<file path="src/rtl/qix_vram_writer.sv">
// CPU-side access port into the Qix video RAM: reads, direct writes and mask-merged
// read-modify-write writes, always yielding the shared VRAM port to display fetches.
module qix_vram_writer #(
    parameter int          READ_LATENCY = 1,
    parameter logic [7:0]  MASK_RESET   = 8'hFF
) (
    input  logic        clk_20m,
    input  logic        reset_n,
    input  logic        cpu_req,
    input  logic        cpu_we,
    input  logic        cpu_latched,
    input  logic [15:0] cpu_addr,
    input  logic [7:0]  cpu_wdata,
    output logic [7:0]  cpu_rdata,
    output logic        cpu_ready,
    output logic        busy,
    input  logic        mask_we,
    input  logic        latch_hi_we,
    input  logic        latch_lo_we,
    output logic [15:0] latch_addr,
    input  logic        disp_busy,
    output logic [15:0] vram_addr,
    output logic        vram_re,
    output logic        vram_we,
    output logic [7:0]  vram_wdata,
    input  logic [7:0]  vram_rdata,
    output logic [2:0]  dbg_state
);

    // Handshake: cpu_req is a one-cycle strobe honoured only while idle (busy=0);
    // cpu_ready pulses for one cycle when the accepted access has finished.
    typedef enum logic [2:0] {
        IDLE  = 3'd0,
        RD    = 3'd1,
        RWAIT = 3'd2,
        WR    = 3'd3,
        DONE  = 3'd4
    } state_t;

    localparam logic [1:0] WAIT_LAST = 2'(READ_LATENCY - 1);

    state_t      state_q, state_d;
    logic [7:0]  mask_q, mask_d;
    logic [15:0] latch_q, latch_d;
    logic        op_we_q, op_we_d;
    logic [15:0] addr_q, addr_d;
    logic [7:0]  cmask_q, cmask_d;
    logic [7:0]  data_q, data_d;
    logic [7:0]  rdata_q, rdata_d;
    logic [1:0]  wait_q, wait_d;
    logic [15:0] vaddr_q, vaddr_d;
    logic [7:0]  vwdata_q, vwdata_d;
    logic        re_c, we_c, ready_c;

    always_ff @(posedge clk_20m or negedge reset_n) begin
        if (!reset_n) begin
            state_q  <= IDLE;
            mask_q   <= MASK_RESET;
            latch_q  <= 16'h0000;
            op_we_q  <= 1'b0;
            addr_q   <= 16'h0000;
            cmask_q  <= 8'h00;
            data_q   <= 8'h00;
            rdata_q  <= 8'h00;
            wait_q   <= 2'd0;
            vaddr_q  <= 16'h0000;
            vwdata_q <= 8'h00;
        end else begin
            state_q  <= state_d;
            mask_q   <= mask_d;
            latch_q  <= latch_d;
            op_we_q  <= op_we_d;
            addr_q   <= addr_d;
            cmask_q  <= cmask_d;
            data_q   <= data_d;
            rdata_q  <= rdata_d;
            wait_q   <= wait_d;
            vaddr_q  <= vaddr_d;
            vwdata_q <= vwdata_d;
        end
    end

    always_comb begin
        state_d  = state_q;
        mask_d   = mask_q;
        latch_d  = latch_q;
        op_we_d  = op_we_q;
        addr_d   = addr_q;
        cmask_d  = cmask_q;
        data_d   = data_q;
        rdata_d  = rdata_q;
        wait_d   = wait_q;
        vaddr_d  = vaddr_q;
        vwdata_d = vwdata_q;
        re_c     = 1'b0;
        we_c     = 1'b0;
        ready_c  = 1'b0;

        // Register loads land next cycle; an accept this cycle still sees the old values.
        if (mask_we)     mask_d        = cpu_wdata;
        if (latch_hi_we) latch_d[15:8] = cpu_wdata;
        if (latch_lo_we) latch_d[7:0]  = cpu_wdata;

        case (state_q)
            IDLE: begin
                if (cpu_req) begin
                    op_we_d = cpu_we;
                    addr_d  = cpu_latched ? latch_q : cpu_addr;
                    data_d  = cpu_wdata;
                    cmask_d = mask_q;
                    state_d = (cpu_we && (mask_q == 8'hFF)) ? WR : RD;
                end
            end
            RD: begin
                if (!disp_busy) begin
                    re_c    = 1'b1;
                    vaddr_d = addr_q;
                    wait_d  = 2'd0;
                    state_d = RWAIT;
                end
            end
            RWAIT: begin
                if (wait_q == WAIT_LAST) begin
                    if (op_we_q) begin
                        data_d  = (vram_rdata & ~cmask_q) | (data_q & cmask_q);
                        state_d = WR;
                    end else begin
                        rdata_d = vram_rdata;
                        state_d = DONE;
                    end
                end else begin
                    wait_d = wait_q + 2'd1;
                end
            end
            WR: begin
                if (!disp_busy) begin
                    we_c     = 1'b1;
                    vaddr_d  = addr_q;
                    vwdata_d = data_q;
                    state_d  = DONE;
                end
            end
            DONE: begin
                ready_c = 1'b1;
                state_d = IDLE;
            end
            default: state_d = IDLE;
        endcase
    end

    // The bus address/data follow the strobe in its own cycle and then hold.
    assign vram_addr  = vaddr_d;
    assign vram_wdata = vwdata_d;
    assign vram_re    = re_c;
    assign vram_we    = we_c;
    assign cpu_ready  = ready_c;
    assign cpu_rdata  = rdata_q;
    assign busy       = (state_q != IDLE);
    assign latch_addr = latch_q;
    assign dbg_state  = state_q;

endmodule

</file>
<file path="config.mk">
export PLATFORM = sky130hd
export DESIGN_NAME = qix_vram_writer
export DESIGN_NICKNAME = d
export VERILOG_FILES = /design/src/rtl/qix_vram_writer.sv
export SDC_FILE = /design/constraint.sdc
export NUM_CORES = 1
export LEC_CHECK = 0
export CORE_MARGIN = 1
export CORE_UTILIZATION = 47
export DETAILED_ROUTE_END_ITERATION = 10
export DONT_BUFFER_PORTS = 1
export SYNTH_ARGS = -nofsm -noshare
export SYNTH_HDL_FRONTEND = slang
export SYNTH_SLANG_ARGS = --single-unit
</file>
<file path="constraint.sdc">
create_clock -name clk_20m -period 2.3 [get_ports clk_20m]
set_input_delay 0.345 -clock clk_20m [delete_from_list [all_inputs] [get_ports clk_20m]]
set_output_delay 0.345 -clock clk_20m [all_outputs]
set_load 0.01 [all_outputs]
</file>
---- Yosys cells after proc, flatten, opt, wreduce, memory -nomap -nowiden ----
Cells that the tools add are included.
word-level totals
  register bits after elaboration ......... 94
  output and inout port bits .............. 55
cells by class
  $add $sub $neg .......................... 1
  equal/unequal tests ..................... 11
  multiplexer cells ....................... 23
  bitwise gates (word level) .............. 5
  reductions and logical operators ........ 12
operators by type and width
  cell                                                  count
  two-way mux 16 bit                                    3
  two-way mux 8 bit                                     5
  bitwise AND 8 bit                                     2
  one-hot mux 8 bit (2 select lines)                    1
  two-way mux 3 bit                                     5
  inequality test 2 bit (second input constant)         6
  one-hot mux 3 bit (4 select lines)                    1
  equality test 8 bit (second input constant)           1
  inverter 8 bit                                        1
  OR 8 bit                                              1
  AND reduction 4 bit                                   2
  equality test 3 x 2 -> 1 bit (second input constant)  2
  two-way mux 2 bit                                     3
  AND reduction 3 bit                                   2
  two-way mux 1 bit                                     4
  one-hot mux 2 bit (2 select lines)                    1
  nonzero test 2 bit                                    2
  equality test 3 x 1 -> 1 bit (second input constant)  1
  equality test 3 bit (second input constant)           1
  zero test 3 bit                                       1
  nonzero test 3 bit                                    1
  adder 2 x 1 -> 2 bit (second input constant)          1
  zero test 2 bit                                       1
  AND reduction 2 bit                                   1
  other kinds (3)                                       3

---- Logic depth before layout (Yosys ltp) ----
  depth in word-level cells ............... 6
  depth in mapped cells ................... 7

---- Worst setup path before layout ----
OpenSTA, ideal clock, no wires.
  path type ............................... flip-flop to output port
  start ................................... reg state_q[2], in the netlist dbg_state[2]
  end ..................................... out vram_addr[0]
  arrival ................................. 1.557 ns
  required time ........................... 1.955 ns
  path slack .............................. 0.398 ns
  cell stages (with the launch flop) ...... 5
  path through ............................ dfrtp_1 > buf_4 > nor3b_4 > buf_2 > mux2_1
between the ends
  word-level cells in the longest chain between the ends .. 3
  elaborated cells on any way between the ends .. 4
  classes of those cells .................. 2 x eq/ne; 1 x mux; 1 x reduce/logical
ends and longest elaborated chain
  what                                                                                 line  text
  from (decl)                                                                          42    state_t state_q, state_d;
  from (signal assigned)                                                               69    state_q <= state_d;
  equality test 3 x 2 -> 1 bit / equality test 3 x 1 -> 1 bit (equally long branches)  104   case (state_q)
  OR reduction 2 bit (no source line) (*)                                              n/a
  two-way mux 16 bit (*)                                                               n/a
  to (decl)                                                                            22    output logic [15:0] vram_addr,
Mark *: on every way between the ends. The rest lies on a longest branch, timed or not.

---- Final worst setup path ----
  start ................................... reg state_q[2], in the netlist dbg_state[2]
  end ..................................... out vram_wdata[1]
between the ends
  word-level cells in the longest chain between the ends .. 2
ends and longest elaborated chain
  what                          line  text
  equality test 3 x 2 -> 1 bit  104
  two-way mux 8 bit             104
  to (decl)                     25    output logic [7:0] vram_wdata,
No other way between the ends.

==> metrics <==
CTS tree=built; vias in the first global route=2369; post-layout net count=roughly 340; most frequent cell after synthesis=dfrtp_1; length in cells of the worst reg-to-reg path=5; Worst IR Drop VDD=0.507 mV; Core Region=approximately 8200 µm²; share of cells above drive strength 1=0.274; crit path launch type=flip-flop; area grow syn2layout=7.10%; cts bufs inserted=9; Post-Syn Nets=approximately 340; routed wire length=7.86 mm; Critical Path RT=1.96 ns; Seq/Total Area, Yosys=0.596; total gr overflow=0; hold slack final=-0.321 ns; total chip power=5.45 mW; routability cong.=around 0.73; number of diodes=0; synth unique cells=37; asr flop ratio synth=1.00; cell type with the largest total area after synthesis=dfrtp_1; Max Cap Viol=0; DRC=0; main flop type after synthesis=dfrtp_1; slowest stage cell, crit path=dfrtp_1; Total GRT Usage=0.191; Synth warnings=0; Tcrit/Tclk final=0.941; reg2reg start=dbg_state[2]; final setup fails=0; FF+latch count, synth=94; ANT nets after route=0; Clock Pin Slew Worst Setup and Hold Paths=0.09 ns; Inst Count DP=~390; starting density of the core=0.485; Pins Over Slew Limit=0; Setup Crit Path Kind=reg -> out; CP max stage delay=0.48 ns; drt wl/cell=19.5 µm; io pins=96; Leak=1.74 nW; post-route insts no fill=404; Buf/Inv on CP=1; worst rel slew slack=0.731; Hold Crit Class=in -> async; Post-DP HPWL=between 5 and 6 mm; Bufs on Longest Clock Path=2; slew at the pin closest to its max-slew limit=approximately 0.40 ns; RSZ-0062 raised after global routing=no; clock sink count=94; initial antenna violation count=0; ranking of synthesized cells by area=dfrtp_1 (54%), mux2_2 (12%), mux2_1 (7.1%); Root Driver=clkbuf_8; pwr/cell area=approximately 1300 nW/µm²; via density per instance=5.62; Yosys top cell area share=0.543; # rows=33; fmax=462 MHz; first-pass GRT wire length=12.5 mm; clk_lat worst skew=0.35 ns; flop2flop setup slack=about 0.45 ns; Setup Skew=0.0103 ns; final hold violations=94; Starting DRT DRC Count=just under 90; DR vias=2272; Post-synth EDFFs=0; CP top delay family=flip-flops; Post-synth top cells=dfrtp_1 (86), mux2_2 (42), a21oi_1 (25), mux2_1 (25); Setup TNS Final=0 ns; data arrival time of the worst path=between 1.5 and 2 ns; die area=slightly below 9000 µm²; crit path max fanout=9; Worst Setup End Kind=primary output; failing checks=negative hold slack; width of the die=93.8 µm; Post-Syn Instances=293; pin count of the biggest net entering global routing=95; TritonRoute pass-1 iters=4; Mapped Area=3960 µm²; synthesized area per cell=roughly 14 µm²; minimum clock period=2.16 ns; # H-tree levels=3; status=finished, violations left; PortBufs=0; die height=93.8 µm; worst-path cell chain=nand2b_4 -> nor3b_2 -> buf_4 -> mux2_1
==> per-layer routing <==
| metal | GRT usage | up-vias | wire [µm] |
|---|---|---|---|
| li1 | - | 1053 | - |
| met1 | 0.260 | 1147 | 3610 |
| met2 | 0.295 | 63 | 3670 |
| met3 | 0.0485 | 9 | 485 |
| met4 | 0.0667 | 0 | 100 |
| met5 | 0 | - | 0 |
==> report_power, final <==
part / internal (mW) / total [mW] / switching (mW)
logic: 0.809 / 1.75 / 0.937
registers: 2.31 / 2.72 / 0.408
clock network: 0.417 / 0.980 / 0.564
total: 3.54 / 5.45 / 1.91
==> worst register-to-register path, stage by stage (launching register included) <==
cell	delay, ns
dfrtp_1	0.48
buf_4	0.20
or3b_1	0.51
or3_1	0.36
o21ai_1	0.09
a2bb2oi_1	0.08
==> layout make-up <==
cell class,instances,area [µm²]
clock buffer,10,138
clock inverter,5,36.3
tap,105,131
timing repair buffer,9,67.6
fill,745,3930
multi-input combinational,178,1500
sequential,94,2360
inverter,3,11.3
==> flip-flops by register name (all words and copies together) (netlist names), named ones only <==
name        cells
cpu_rdata       8
vwdata_q        8
latch_addr     16
dbg_state       3
vaddr_q        16
cmask_q         8
mask_q          8
wait_q          2
op_we_q         1
addr_q         16
==> worst max-delay path by stage <==
| stage | startpoint | endpoint | slack, ns | cells past startpoint |
|---|---|---|---|---|
| 6_report | dbg_state[2] | vram_wdata[1] | 0.14 | 4 |
| 3_5_place_dp | dbg_state[1] | vram_wdata[2] | 0.43 | 4 |
| 4_1_cts | dbg_state[1] | vram_wdata[2] | 0.01 | 4 |
| 2_1_floorplan | dbg_state[2] | vram_addr[0] | 0.40 | 4 |
| 3_3_place_gp | dbg_state[1] | vram_wdata[6] | 0.46 | 4 |
| 5_1_grt | dbg_state[2] | vram_wdata[1] | 0.02 | 4 |
==> repair_timing <==
item,in CTS,in global routing
endpoints found under the setup margin,0,8
buffers inserted,0,0
resized for setup,0,1
endpoints found under the hold margin,94,94
==> per-stage QoR <==
| step | util | cell area [µm²] | setup slack (ns) | hold WS, ns |
|---|---|---|---|---|
| detailed placement | 0.498 | 4070 | 0.432 | 0.0513 |
| floorplan | - | 3960 | 0.398 | 0.0494 |
| global route | 0.519 | 4250 | 0.0240 | -0.344 |
| finish | 0.519 | 4250 | 0.135 | -0.321 |
| global placement | 0.498 | 4070 | 0.459 | 0.0518 |
| CTS | 0.519 | 4240 | 0.0127 | -0.335 |
==> cell families (layout without fill, tap and decap cells) <==
family / Yosys count / after routing / synth area share
AO/OA/AOI/OAI: 45 / 45 / 0.0679
adder cells (fa/ha/maj): 1 / 1 / 0.00316
buffers and inverters: 21 / 27 / 0.0275
flip-flops: 94 / 94 / 0.596
multiplexers: 84 / 84 / 0.233
AND/OR/NAND/NOR: 48 / 48 / 0.0723
==> cells in the final DEF (no fill, tap or decap), types with 2 or more instances in the layout <==
| cell type | synthesis | final |
|---|---|---|
| or3_1 | 8 | 8 |
| dfrtp_1 | 86 | 85 |
| dfstp_2 | 8 | 8 |
| nor2_1 | 17 | 17 |
| mux2_2 | 42 | 42 |
| nand3b_1 | 2 | 2 |
| mux2i_1 | 17 | 17 |
| clkinvlp_4 | 0 | 3 |
| a2bb2oi_1 | 8 | 8 |
| nand2_1 | 4 | 4 |
| nor2b_1 | 2 | 2 |
| inv_1 | 3 | 3 |
| nand4_1 | 2 | 2 |
| buf_4 | 3 | 9 |
| o21ai_1 | 8 | 8 |
| mux2_1 | 25 | 25 |
| a21oi_1 | 25 | 25 |
| clkbuf_8 | 0 | 10 |
Power figures use the tool's default switching activity.
